[config.mk]
export PLATFORM = sky130hd
export DESIGN_NAME = eth_rx_frame_filter
export DESIGN_NICKNAME = d
export VERILOG_FILES = /design/src/rtl/eth_rx_frame_filter.sv
export SDC_FILE = /design/constraint.sdc
export NUM_CORES = 1
export LEC_CHECK = 0
export ABC_CLOCK_PERIOD_IN_PS = 5900
export CAP_MARGIN = 15
export CORE_UTILIZATION = 30
export CTS_CLUSTER_SIZE = 10
export DETAILED_ROUTE_END_ITERATION = 8
export GPL_ROUTABILITY_DRIVEN = 0
export PLACE_DENSITY = 0.56
export SYNTH_ARGS = -nofsm -noshare
export SYNTH_HDL_FRONTEND = slang
export SYNTH_SLANG_ARGS = --single-unit
[constraint.sdc]
create_clock -name clk50 -period 5.9 [get_ports clk50]
set_input_delay 1.18 -clock clk50 [delete_from_list [all_inputs] [get_ports clk50]]
set_output_delay 1.18 -clock clk50 [all_outputs]
set_load 0.005 [all_outputs]
[src/rtl/eth_rx_frame_filter.sv]
// eth_rx_frame_filter
//
// Receive-side frame qualifier in the clk50 domain. Takes the SFD-stripped
// byte stream from the RMII assembler, filters on destination MAC, checks
// the Ethernet FCS (reflected CRC-32 residue), strips the 4 FCS bytes and
// forwards the rest. One status strobe per frame plus good/drop counters.
//
// Ports
//   clk50, rst        : 50 MHz clock, asynchronous active-high reset
//   in_sof/in_vld     : byte strobe (sof marks byte 0), at most one per 4 cycles
//   in_byte           : received byte
//   in_eof            : end-of-frame pulse, never together with in_vld
//   out_sof/out_vld   : forwarded byte strobe (sof marks first forwarded byte)
//   out_byte          : forwarded byte
//   out_eof           : pulse after the last forwarded byte of a started frame
//   stat_vld          : one-cycle status strobe carrying the stat_* fields
//   stat_ok/_crc_err/_len_err/_addr_miss, stat_len : per-frame status
//   cnt_ok, cnt_drop  : wrapping frame counters, updated the cycle after stat_vld
//   dbg_state         : current FSM state (IDLE=0 FILL=1 STREAM=2 FLUSH=3 DONE=4)
//
// Stream semantics: valid-only, no backpressure. A byte is transferred in
// every cycle its *_vld is high; consumers must accept it in that cycle.

module eth_rx_frame_filter #(
  parameter logic [47:0] MAC_ADDR     = 48'h02_00_00_00_00_01,
  parameter bit          ACCEPT_BCAST = 1'b1,
  parameter int          MIN_LEN      = 64,
  parameter int          MAX_LEN      = 1518
) (
  input  logic        clk50,
  input  logic        rst,
  input  logic        in_sof,
  input  logic        in_vld,
  input  logic [7:0]  in_byte,
  input  logic        in_eof,
  output logic        out_sof,
  output logic        out_vld,
  output logic [7:0]  out_byte,
  output logic        out_eof,
  output logic        stat_vld,
  output logic        stat_ok,
  output logic        stat_crc_err,
  output logic        stat_len_err,
  output logic        stat_addr_miss,
  output logic [10:0] stat_len,
  output logic [15:0] cnt_ok,
  output logic [15:0] cnt_drop,
  output logic [2:0]  dbg_state
);

  typedef enum logic [2:0] {
    IDLE   = 3'd0,
    FILL   = 3'd1,
    STREAM = 3'd2,
    FLUSH  = 3'd3,
    DONE   = 3'd4
  } state_t;

  localparam logic [31:0] CRC_POLY    = 32'hEDB88320;
  localparam logic [31:0] CRC_INIT    = 32'hFFFFFFFF;
  localparam logic [31:0] CRC_RESIDUE = 32'hDEBB20E3;
  localparam logic [10:0] MIN_L       = 11'(MIN_LEN);
  localparam logic [10:0] MAX_L       = 11'(MAX_LEN);

  state_t          state;
  logic [5:0][7:0] dl;         // dl[0] newest, dl[5] oldest
  logic [31:0]     crc;
  logic [10:0]     len;        // bytes received so far, saturating
  logic            uc_match;   // destination bytes so far equal MAC_ADDR
  logic            bc_match;   // destination bytes so far all 0xFF
  logic            hit;        // destination accepted (valid once byte 5 seen)
  logic            started;    // out_sof already issued for this frame
  logic            flush_cnt;

  // Reflected CRC-32 over one byte, LSB first, no final inversion.
  function automatic logic [31:0] crc_byte(input logic [31:0] c, input logic [7:0] b);
    logic [31:0] r;
    r = c;
    for (int i = 0; i < 8; i++) begin
      if (r[0] ^ b[i]) r = (r >> 1) ^ CRC_POLY;
      else             r = r >> 1;
    end
    return r;
  endfunction

  logic [31:0] crc_nxt;
  logic [31:0] crc_first;
  logic [10:0] len_inc;
  logic [7:0]  mac_sel;
  logic        byte_uc;
  logic        byte0_uc;
  logic        byte_bc;
  logic        crc_bad;
  logic        len_bad;
  logic        hit_now;

  assign crc_nxt   = crc_byte(crc, in_byte);
  assign crc_first = crc_byte(CRC_INIT, in_byte);
  assign len_inc   = (len == 11'h7FF) ? len : len + 11'd1;
  assign byte_uc   = (in_byte == mac_sel);
  assign byte0_uc  = (in_byte == MAC_ADDR[47:40]);
  assign byte_bc   = (in_byte == 8'hFF);
  assign crc_bad   = (crc != CRC_RESIDUE);
  assign len_bad   = (len < MIN_L) || (len > MAX_L);
  // Address decision as byte 5 arrives: previous five matches plus this byte.
  assign hit_now   = (uc_match && byte_uc) || (ACCEPT_BCAST && bc_match && byte_bc);
  assign dbg_state = state;

  // MAC byte expected at wire position len (byte 0 = MAC_ADDR[47:40]).
  always_comb begin
    mac_sel = MAC_ADDR[47:40];
    case (len[2:0])
      3'd1:    mac_sel = MAC_ADDR[39:32];
      3'd2:    mac_sel = MAC_ADDR[31:24];
      3'd3:    mac_sel = MAC_ADDR[23:16];
      3'd4:    mac_sel = MAC_ADDR[15:8];
      3'd5:    mac_sel = MAC_ADDR[7:0];
      default: mac_sel = MAC_ADDR[47:40];
    endcase
  end

  always_ff @(posedge clk50 or posedge rst) begin
    if (rst) begin
      state          <= IDLE;
      dl             <= '0;
      crc            <= CRC_INIT;
      len            <= '0;
      uc_match       <= 1'b0;
      bc_match       <= 1'b0;
      hit            <= 1'b0;
      started        <= 1'b0;
      flush_cnt      <= 1'b0;
      out_sof        <= 1'b0;
      out_vld        <= 1'b0;
      out_byte       <= '0;
      out_eof        <= 1'b0;
      stat_vld       <= 1'b0;
      stat_ok        <= 1'b0;
      stat_crc_err   <= 1'b0;
      stat_len_err   <= 1'b0;
      stat_addr_miss <= 1'b0;
      stat_len       <= '0;
      cnt_ok         <= '0;
      cnt_drop       <= '0;
    end else begin
      out_sof        <= 1'b0;
      out_vld        <= 1'b0;
      out_eof        <= 1'b0;
      stat_vld       <= 1'b0;
      stat_ok        <= 1'b0;
      stat_crc_err   <= 1'b0;
      stat_len_err   <= 1'b0;
      stat_addr_miss <= 1'b0;
      stat_len       <= '0;

      if (stat_vld) begin
        if (stat_ok) cnt_ok   <= cnt_ok + 16'd1;
        else         cnt_drop <= cnt_drop + 16'd1;
      end

      if (in_vld && in_sof && (state == IDLE || state == FILL || state == STREAM)) begin
        // A new sof inside an open frame aborts it: report it now, drop the
        // bytes still in the delay line, and restart on the new byte.
        if (state != IDLE) begin
          out_eof        <= started;
          stat_vld       <= 1'b1;
          stat_crc_err   <= crc_bad;
          stat_len_err   <= 1'b1;
          stat_addr_miss <= !hit;
          stat_len       <= len;
        end
        crc      <= crc_first;
        len      <= 11'd1;
        dl       <= {40'd0, in_byte};
        uc_match <= byte0_uc;
        bc_match <= byte_bc;
        hit      <= 1'b0;
        started  <= 1'b0;
        state    <= FILL;
      end else begin
        case (state)
          FILL: begin
            if (in_vld) begin
              dl       <= {dl[4:0], in_byte};
              crc      <= crc_nxt;
              len      <= len_inc;
              uc_match <= uc_match && byte_uc;
              bc_match <= bc_match && byte_bc;
              if (len == 11'd5) begin
                hit   <= hit_now;
                state <= STREAM;
              end
            end else if (in_eof) begin
              // Runt: destination never completed, report immediately.
              stat_vld       <= 1'b1;
              stat_crc_err   <= crc_bad;
              stat_len_err   <= 1'b1;
              stat_addr_miss <= 1'b1;
              stat_len       <= len;
              state          <= DONE;
            end
          end

          STREAM: begin
            if (in_vld) begin
              dl  <= {dl[4:0], in_byte};
              crc <= crc_nxt;
              len <= len_inc;
              if (hit) begin
                out_vld  <= 1'b1;
                out_byte <= dl[5];
                out_sof  <= !started;
                started  <= 1'b1;
              end
            end else if (in_eof) begin
              // dl[5], dl[4] are the last payload bytes; dl[3:0] is the FCS.
              if (hit) begin
                out_vld  <= 1'b1;
                out_byte <= dl[5];
                out_sof  <= !started;
                started  <= 1'b1;
              end
              flush_cnt <= 1'b0;
              state     <= FLUSH;
            end
          end

          FLUSH: begin
            if (!flush_cnt) begin
              if (hit) begin
                out_vld  <= 1'b1;
                out_byte <= dl[4];
                out_sof  <= !started;
                started  <= 1'b1;
              end
              flush_cnt <= 1'b1;
            end else begin
              out_eof        <= started;
              stat_vld       <= 1'b1;
              stat_ok        <= hit && !crc_bad && !len_bad;
              stat_crc_err   <= crc_bad;
              stat_len_err   <= len_bad;
              stat_addr_miss <= !hit;
              stat_len       <= len;
              state          <= DONE;
            end
          end

          DONE:    state <= IDLE;
          default: state <= IDLE;
        endcase
      end
    end
  end

endmodule
Word-level counts from Yosys, hierarchy flattened
Cells that the tools add are included.

Bits in registers: 158. Bits in latches: 0. Bits in writable memories: 0. ROM bits: 0. Output and inout port bits: 62. Word-level logic and storage cells: 228. Memories kept: 0.

Add/sub/neg operators: 3. Multiply operators: 0. Div/mod/pow operators: 0. Magnitude comparators: 2. Equality and inequality tests: 27. Shifts and indexed selects: 0. Mux-type cells: 104. Bitwise gates (word level): 32. Reduce and logical (&&, ||, !) cells: 34.

Operators with widths (count): 2-to-1 mux 32 bit (19); inverter 13 -> 14 bit (15); 2-to-1 mux 48 bit (3); 2-to-1 mux 11 bit (9); 2-to-1 mux 1 bit (49); 2-to-1 mux 8 bit (5); adder 16 x 1 -> 16 bit (second input constant) (2); inequality test 32 bit (second input constant) (1); case mux 11 bit (2 select lines) (1); 2-to-1 mux 3 bit (7); case mux 1 bit (2 select lines) (8); case mux 8 bit (2 select lines) (1); bitwise XOR 1 bit (15); equality test 3 x 2 -> 1 bit (second input constant) (4); adder 11 x 1 -> 11 bit (second input constant) (1); equality test 11 bit (second input constant) (1); equality test 11 x 3 -> 1 bit (second input constant) (1); > comparator 11 bit (second input constant) (1); less-than comparator 11 x 7 -> 1 bit (second input constant) (1); AND reduction 5 bit (2); nonzero test 2 bit (5); inequality test 3 bit (second input constant) (3); case mux 3 bit (3 select lines) (1); AND reduction 3 bit (3); other kinds (21) (44).

Depth between registers and ports, before layout
Depth in word-level cells: 19. Depth in mapped cells: 8.

Worst setup path before layout
No wires, ideal clock.

Kind: input-to-reg. Start point: input in_byte[7]. End point: register crc[23]. Arrival time: 2.893 ns. Data required time: 5.825 ns. Path slack: 2.932 ns. Cell stages on the path: 6. Path through: buf_4 -> xnor2_4 -> xnor2_4 -> xnor3_1 -> or4_4 -> o211ai_2.

Word-level cells in the longest chain between the ends: 5. Elaborated cells between the ends (all ways): 7.

RTL lines: from (decl) (line 34) `input logic [7:0] in_byte,`; bitwise XOR 1 bit (line 80) `if (r[0] ^ b[i]) r = (r >> 1) ^ CRC_POLY;`; 2-to-1 mux 32 bit (line 80); 2-to-1 mux 32 bit (line 183, 205); 2-to-1 mux 32 bit; 2-to-1 mux 32 bit (*) (line 161) `if (in_vld && in_sof && (state == IDLE || state == FILL || state == STREAM)) begin`; to (signal assigned) (line 172) `crc <= crc_first;`; to (signal assigned) (line 185) `crc <= crc_nxt;`; to (signal assigned) (line 207) `crc <= crc_nxt;`; to (decl) (line 67) `logic [31:0] crc;`.

Mark *: on every way between the ends. The rest lies on a longest branch, timed or not. The select of a mux whose other input is x is not followed. A chain may end at the register's enable or synchronous reset.

Final worst setup path
Start point: input in_vld. End point: register crc[31].

Word-level cells in the longest chain between the ends: 4. Elaborated cells between the ends (all ways): 6.

RTL lines: from (decl) (line 33) `input logic in_vld,`; logical AND 1 bit (2 in a row) (line 161); nonzero test 2 bit (no source line); AND reduction 2 bit (no source line).

Several ways; a longest one is shown, not always the timed one.

==> impl_metrics.yaml <==
status:
  status: "finished clean"
clocking:
  cts_setup_buffers: 0
  cts_resized: 0
  cts_tree: "done"
  ctsHoldBuffers: 0
  htree_levels: 4
  clk_root_buffer_cell: "clkbuf_16"
  cts-buffers-inserted: 17
  cts_buffer_depth: 2
  clkLatencyLatePin_ps: 430
  clk_pin_slew_ps: 70
  clock-sinks: 158
drt:
  avgRoutedWirePerCell_um: 15.8
  drc: 0
  first_pass_iters: 5
  vias_per_cell: 4.78
  wl_um: 19300
  drtAntennaViolNets: 0
  drt_iter0_drc: 381
  vias: 5822
sta:
  fin_setup_tns_ps: 0
  fmax_ghz: 0.279
  worstMarginPinSlew_ps: 1020
  finalSetupViolations: 0
  slew_violations: 0
  finalWorstSetupSlack_ps: 2310
  finalCritPeriodShare_pct: 60.8
  fin_worst_skew_ps: 12.6
  rsz0062_at_grt: "false"
  fin_hold_ws_ps: 458
  relSlewSlack_pct: 32.2
  final_hold_viol_count: 0
  layout_min_cycle_time_ps: 3590
logic_synthesis:
  synth.distinct_cells: 63
  synth_area_mm2: 0.00832
  synthCells: 783
  synth.most_common_cell: "dfrtp_1"
  yosys-top-cells-count: "dfrtp_1, nand2_1, xnor2_1"
  yosys_register_bits: 158
  synthArstFlopShare_pct: 100
  yosysWarnings: 0
  yosys.area.top_type: "dfrtp_1"
  synth_edf_count: 0
  yosys-top-cells-area: "dfrtp_1, dfstp_2, xnor2_1"
  syn_avg_cell_area_um2: 10.6
  seq_area_frac_synth_pct: 48.0
  synth_top_area_share_pct: 37.9
  syn-num-nets: 808
  synth_ff_type: "dfrtp_1"
hold_path:
  hold_path_class: "flip-flop to flip-flop"
  whs_path_depth: 1
cells_and_area:
  drive_gt1_share_pct: 10.7
  area_delta_synth_final_pct: 20.0
  utilization_pct: 36.8
  layout.nets: 859
  antenna_cells: 0
grt:
  gr-total-overflow: 0
  grt_max_degree: 96
  grt_pass1_wl_um: 32300
  antenna_found_initial: 0
  grt_usage_pct: 14.4
  grt_pass1_vias: 5719
floorplan:
  die_w_um: 169
  row_count: 60
  ioPinCount: 75
  die_area_mm2: 0.0284
  die_h_um: 169
  core_area_mm2: 0.0271
  initial_core_util_pct: 30.7
power_and_ir_drop:
  ir_drop_v: 0.000246
  power_mw: 5.10
  leakage_nw: 4.30
  powerDensity_mw_per_mm2: 510
worst_setup_path:
  critPathMaxFanout: 22
  end_kind: "flip-flop"
  cp.arrival_ps: 3930
  worst_setup_path_start_kind: "input port"
  worstSetupPathType: "input port to flip-flop"
  required_ps: 6250
  worstRegToRegCells: 6
placement:
  hpwl_um: 13600
  dp_slack_ps: 1860
  port_buffers: 74
run:
  maxCapViolations: 0
## worst max-delay path, cell delays in order
cell and delay [ps]:
clkdlybuf4s50_1 590, nor2b_1 530, and3_1 740, buf_4 410
nor2_1 110, xor2_1 190, o21ai_0 170
## cells in the final DEF, fill, tap and decap left out, types with 3 or more instances in the layout
cell type,count
nand4b_1,5
buf_4,7
nor2b_1,4
nor2_1,64
nor4_1,6
inv_6,5
xnor2_2,7
a211oi_1,4
inv_8,4
xnor2_1,84
xnor3_1,18
o22a_1,4
and3_1,10
or3_1,5
nor3_1,7
dfstp_2,32
a21oi_1,28
a2111oi_0,3
nand3_1,12
xor2_1,36
dfrtp_1,126
ha_1,12
a31oi_1,10
a211o_1,4
nand2_1,90
nand4_1,13
clkinv_8,4
mux2i_1,3
and2_1,13
clkbuf_16,17
o21ai_0,35
clkdlybuf4s50_1,74
inv_1,13
nand2b_1,4
a22o_1,40
## registers in the layout (all words and copies together) (netlist names), 3 cells and up
name and count:
cnt_drop 16, cnt_ok 16, dbg_state 3, dl 48, out_byte 8, stat_len 11
crc 32, len 11
## report_power, final
part / switching [mW] / total [mW] / internal (mW)
clock: 0.519 / 1.09 / 0.569
combinational: 0.993 / 2.21 / 1.21
sequential: 0.323 / 1.80 / 1.48
total: 1.83 / 5.10 / 3.26
## area by class of cell
class	count	area, um^2
fill	2631	17100
timing repair buffer	82	798
sequential	158	3990
clock inverter	15	166
tap	372	465
multi-input combinational	561	4080
inverter	14	57.6
clock buffer	17	425
## metal layers
layer	vias to the layer above	global-route usage [%]	part of all wire, %
met2	141	22.6	46
li1	2816	-	-
met5	-	0	0
met1	2841	19.7	48
met4	0	4.31	1.5
met3	24	3.65	4.3
## stage by stage
step / instances / area [um^2]
2_1_floorplan: 783 / 8320
3_3_place_gp: 1186 / 9390
3_5_place_dp: 1186 / 9390
4_1_cts: 1218 / 9980
5_1_grt: 1219 / 9990
6_report: 1219 / 9990
## cells by family (layout without fill, tap and decap cells)
group / count (synthesis) / after routing / share of synthesized area [%]
simple gates: 248 / 248 / 14.2
buf+inv: 64 / 128 / 3.25
fa+ha+maj: 12 / 12 / 1.80
compound gates: 148 / 148 / 12.3
flops: 158 / 158 / 48.0
xor+xnor: 148 / 148 / 19.8
mux: 5 / 5 / 0.631
## path summary, 6_finish.rpt
kind,from,endpoint,slack (ps)
hold reg to reg,started,out_sof,460
setup reg to reg,dbg_state[0],dl[40],3190
min in group asynchronous,rst,dl[43],1330
setup / recovery,in_vld,crc[31],2310
hold / removal,started,out_sof,460
max in group asynchronous,rst,crc[15],3570
No activity file was read; power rests on OpenSTA's default activity.
==> variant 1 (same flow settings) <==
Change the parameter `ACCEPT_BCAST` from 1'b1 to 1'b0.
--- a/src/rtl/eth_rx_frame_filter.sv
+++ b/src/rtl/eth_rx_frame_filter.sv
@@ -23,7 +23,7 @@
 
 module eth_rx_frame_filter #(
   parameter logic [47:0] MAC_ADDR     = 48'h02_00_00_00_00_01,
-  parameter bit          ACCEPT_BCAST = 1'b1,
+  parameter bit          ACCEPT_BCAST = 1'b0,
   parameter int          MIN_LEN      = 64,
   parameter int          MAX_LEN      = 1518
 ) (
Behaviour: no difference found for any inputs over 4 cycles, from zero or initial values and one cycle with rst high; that may be too few to reach the edited logic, so the function may still have changed.
==> variant 1 against the original RTL <==
- area after synthesis decreased by 0.59%
- clock skew fell by 1.2 ps
- setup slack improved by 120 ps
- core utilization decreased by 0.21 points
- cell area is 0.84% lower
- power rose by 1.7%
- wire length fell by 4.1%
- sequential cell count down 1
==> variant 1: results (changes against the original RTL) <==
| Metric | Value |
|---|---|
| Outcome | `finished, final reports clean` |
| Worst reg-to-reg path cell count | `5 (-1)` |
| Critical R2R Capture | `crc[23]` |
| Global-route wire length before repair | `30.7 mm (-5.0%)` |
| Leakage Power | `4.27 nW (-0.68%)` |
| Worst R2R Start | `crc[0]` |
| Maximum VDD drop | `235 uV (-4.5%)` |
| Worst clock skew | `11.4 ps (-1.21 ps)` |
| Post-synth top cells | `125 x dfrtp_1, 109 x xnor2_1, 78 x nand2_1` |
| Port bufs | `74 (unchanged)` |
| Clk_buf instances | `19 (+2)` |
| Final #Nets | `848 (-1.3%)` |
| Largest net degree at the start of global routing | `79 (-18%)` |
| Top Registers | `dl x48, crc x32` |
| Final WL | `18.5 mm (-4.1%)` |
| Min-Delay Endpoint | `cnt_drop[15]` |
| Sequential area share after synthesis | `48.0% (about the same)` |
| HPWL after detailed placement | `12.9 mm (-5.1%)` |
| Post-synthesis xor/xnor area fraction | `21.3% (+1.4 points)` |
| Sequential Area | `3970 um^2 (-0.63%)` |
| Worst Setup SP | `in_byte[0]` |
| Clk tree area frac | `6.05% (+0.13 points)` |
| N_diodes | `0 (unchanged)` |
| Worst path arrival time | `3810 ps (-120 ps)` |
| Max-slew headroom | `45.7% (+14 points)` |
| FILL cells | `2687 (+2.1%)` |
| Sw power | `0.00182 W (-0.72%)` |
| Synth area leaders | `dfrtp_1 38%, xnor2_1 12%, dfstp_2 10%` |
| Inverters | `16 (+2)` |
| Initial drt markers | `393 (+3.1%)` |
| Mux cell area share after synthesis | `1.63% (+1.0 points)` |
| Global Route Usage Sum | `13.8% (-0.65 points)` |
| Synth Area in Compound Gates | `10.7% (-1.6 points)` |
| Slowest cell delay on critical path | `710 ps (-30 ps)` |
| Synth cell types | `56 (-11%)` |
| Post-synthesis async set-or-reset flop share | `100% (unchanged)` |
| Adder-Cell Fraction of Synth Area | `1.36% (-0.44 points)` |
| Fin Hold WS | `464 ps (+6.09 ps)` |
| Non-clk buf share | `8.12% (+0.13 points)` |
| Total number of sequential cells | `157 (-0.63%)` |
| Crit-path slowest cell | `clkdlybuf4s50_1` |
| Clk_lat worst skew | `approximately 420 ps` |
| Multi-input comb cells | `552 (-1.6%)` |
==> variant 1: metrics by stage <==
step,instances,power [W],setup slack (ps),area (um^2)
2_1_floorplan,775,0.00359,538,8270
4_1_cts,1179,0.00524,2450,9890
3_5_place_dp,1147,0.00410,2010,9290
5_1_grt,1180,0.00553,2370,9900
6_report,1180,0.00518,2430,9900
3_3_place_gp,1147,0.00407,2060,9290
==> variant 1: power groups by stage <==
stage | registers (W) | clock network (W) | logic (W)
2_1_floorplan | 0.00164 | 0 | 0.00195
3_3_place_gp | 0.00182 | 0 | 0.00225
3_5_place_dp | 0.00182 | 0 | 0.00228
4_1_cts | 0.00181 | 0.00114 | 0.00229
5_1_grt | 0.00185 | 0.00119 | 0.00249
6_report | 0.00181 | 0.00110 | 0.00227
==> variant 1: layer usage <==
layer	share of wire, %	track usage, %	vias up
met2	46	21.7	112
met5	0	0	-
met1	50	19.2	2769
met4	1.2	3.44	0
li1	-	-	2754
met3	3.4	3.01	13
==> variant 2 (same settings) <==
Without the edit above. Reset style: synchronous (`rst`), changed in one clocked block. Comments in the files are not updated.
--- a/src/rtl/eth_rx_frame_filter.sv
+++ b/src/rtl/eth_rx_frame_filter.sv
@@ -119,7 +119,7 @@
     endcase
   end
 
-  always_ff @(posedge clk50 or posedge rst) begin
+  always_ff @(posedge clk50) begin
     if (rst) begin
       state          <= IDLE;
       dl             <= '0;
Check against the original RTL: differs if rst is asserted again (counterexample within 4 cycles, from zero or initial values and one cycle with rst high); with rst held inactive, the same outputs for 4 cycles.
==> variant 2 against the original RTL <==
- setup slack improved by 170 ps
- global-route usage increased by 0.63 points
- non-clock buffer count decreased by 1
- hold slack got worse by 33 ps
- critical path depth decreased by 1
- cell area decreased by 8.5%
- core utilization increased by 0.30 points
- wire length decreased by 2.6%
- clock skew increased by 0.61 ps
- sequential cell count unchanged
- area after synthesis decreased by 8.6%
- critical path type unchanged
Power is not compared: it rests on default switching activity, and its combinational part moved more than twofold at a synthesized area within 25%.
==> variant 2: results (changes against the original RTL) <==
| Metric | Value |
|---|---|
| Outcome | `finished, final reports clean` |
| Worst R2R Start | `dbg_state[1]` |
| FILL cells | `2527 (-4.0%)` |
| Sequential area share after synthesis | `41.6% (-6.4 points)` |
| Flop2flop setup slack | `2890 ps (-300 ps)` |
| Global-route wire length before repair | `30.9 mm (-4.4%)` |
| Maximum VDD drop | `roughly 170 uV` |
| Crit path max-delay family | `XOR/XNOR gates` |
| Area post-placement | `8560 um^2 (-8.8%)` |
| Min-Delay Endpoint | `out_sof` |
| Worst clock skew | `13.2 ps (+0.613 ps)` |
| Hold Startpoint | `started` |
| Final #Nets | `954 (+11%)` |
| Layout cell share with drive strength beyond 1 | `5.52% (-5.2 points)` |
| Top_reg_cell synth | `dfxtp_1` |
| Post-synthesis async set-or-reset flop share | `0% (-100 points)` |
| Worst path arrival time | `3740 ps (-190 ps)` |
| Worst slew pin tran | `1110 ps (+90.6 ps)` |
| Synth cell types | `55 (-13%)` |
| Global Route Usage Sum | `15.1% (+0.63 points)` |
| Synth area leaders | `dfxtp_1 42%, xnor2_1 9.9%, nand2_1 6.9%` |
| Fin Hold WS | `425 ps (-32.7 ps)` |
| Vias per inst | `4.86 (+1.8%)` |
| H-tree depth | `4 (unchanged)` |
| Worst reg-to-reg path cell count | `5 (-1)` |
| Post-synth top cells | `158 x dfxtp_1, 140 x nand2_1, 86 x xnor2_1` |
| Vias in the first global route | `5728 (+0.16%)` |
| Final hold vios | `0 (unchanged)` |
| Critical R2R Capture | `out_byte[3]` |
| Crit-path slowest cell | `clkdlybuf4s50_1` |
| Maximum clock rate | `0.292 GHz (+4.9%)` |
| Largest net degree at the start of global routing | `50 (-48%)` |
| Mapped Nets | `917 (+13%)` |
| HPWL after detailed placement | `12.8 mm (-5.5%)` |
| Slowest cell delay on critical path | `940 ps (+200 ps)` |
| Initial drt markers | `493 (+29%)` |
[variant 2: changes by cell type after synthesis, sizes merged, moves of 11 or more]
cell and delta:
dfxtp +158, dfrtp -126, a21oi +55, nand2 +50, a22o -40, dfstp -32, xor2 +18, xnor3 -15
nor2 +11
[variant 2: logic make-up after synthesis]
group / synth area share [%]
multiplexers: 0.658
AO/OA/AOI/OAI: 13.7
adder cells (fa/ha/maj): 1.97
flip-flops: 41.6
buffers and inverters: 3.95
AND/OR/NAND/NOR: 19.5
XOR/XNOR: 18.7
[variant 2: power groups by stage]
stage                     Combinational [W]  Sequential [W]  Clock (W)
after floorplan                    0.000505         0.00115          0
after global placement             0.000610         0.00119          0
after detailed placement           0.000608         0.00119          0
after CTS                          0.000613         0.00116    0.00111
after global routing               0.000673         0.00117    0.00117
final                              0.000614         0.00116    0.00108
[variant 2: worst max-delay path by stage]
stage	startpoint	to	cells after the start
final	in_byte[0]	crc[22]	6
after global routing	in_byte[0]	crc[22]	7
after CTS	in_byte[0]	crc[22]	6
after detailed placement	in_byte[0]	crc[22]	6
after global placement	in_byte[0]	crc[22]	6
after floorplan	in_byte[6]	crc[22]	6
[variant 2: per-stage QoR]
step	total power (W)	cells	utilization [%]	setup slack (ps)
floorplan	0.00166	892	-	3000
global placement	0.00180	1234	34.8	2070
detailed placement	0.00179	1234	34.8	2050
CTS	0.00289	1266	37.1	2510
global route	0.00301	1266	37.1	2360
finish	0.00286	1267	37.1	2480
[variant 2: cell type report]
cell class | instances | area share (%)
flip-flops and latches | 158 | 34.6
clock buffers | 17 | 4.65
repair buffers | 81 | 8.62
inverters | 12 | 0.493
multi-input cells | 659 | 45.5
well taps | 324 | 4.44
diodes | 1 | 0.0274
clock inverters | 15 | 1.63
[variant 2: worst register-to-register path: cells and delay by family, from the launching register on]
family           cells  cell delay, ps
AND/OR/NAND/NOR      3            1590
flip-flops           1             710
AO/OA/AOI/OAI        2             620
[variant 2: layer usage]
metal	share of wire, %	up-vias	GRT usage, %	routed length, um
li1	-	3106	-	-
met1	50	2872	21.0	9350
met2	44	163	22.2	8190
met3	5.0	20	3.49	930
met4	1.7	0	6.30	312
met5	0	-	0	0
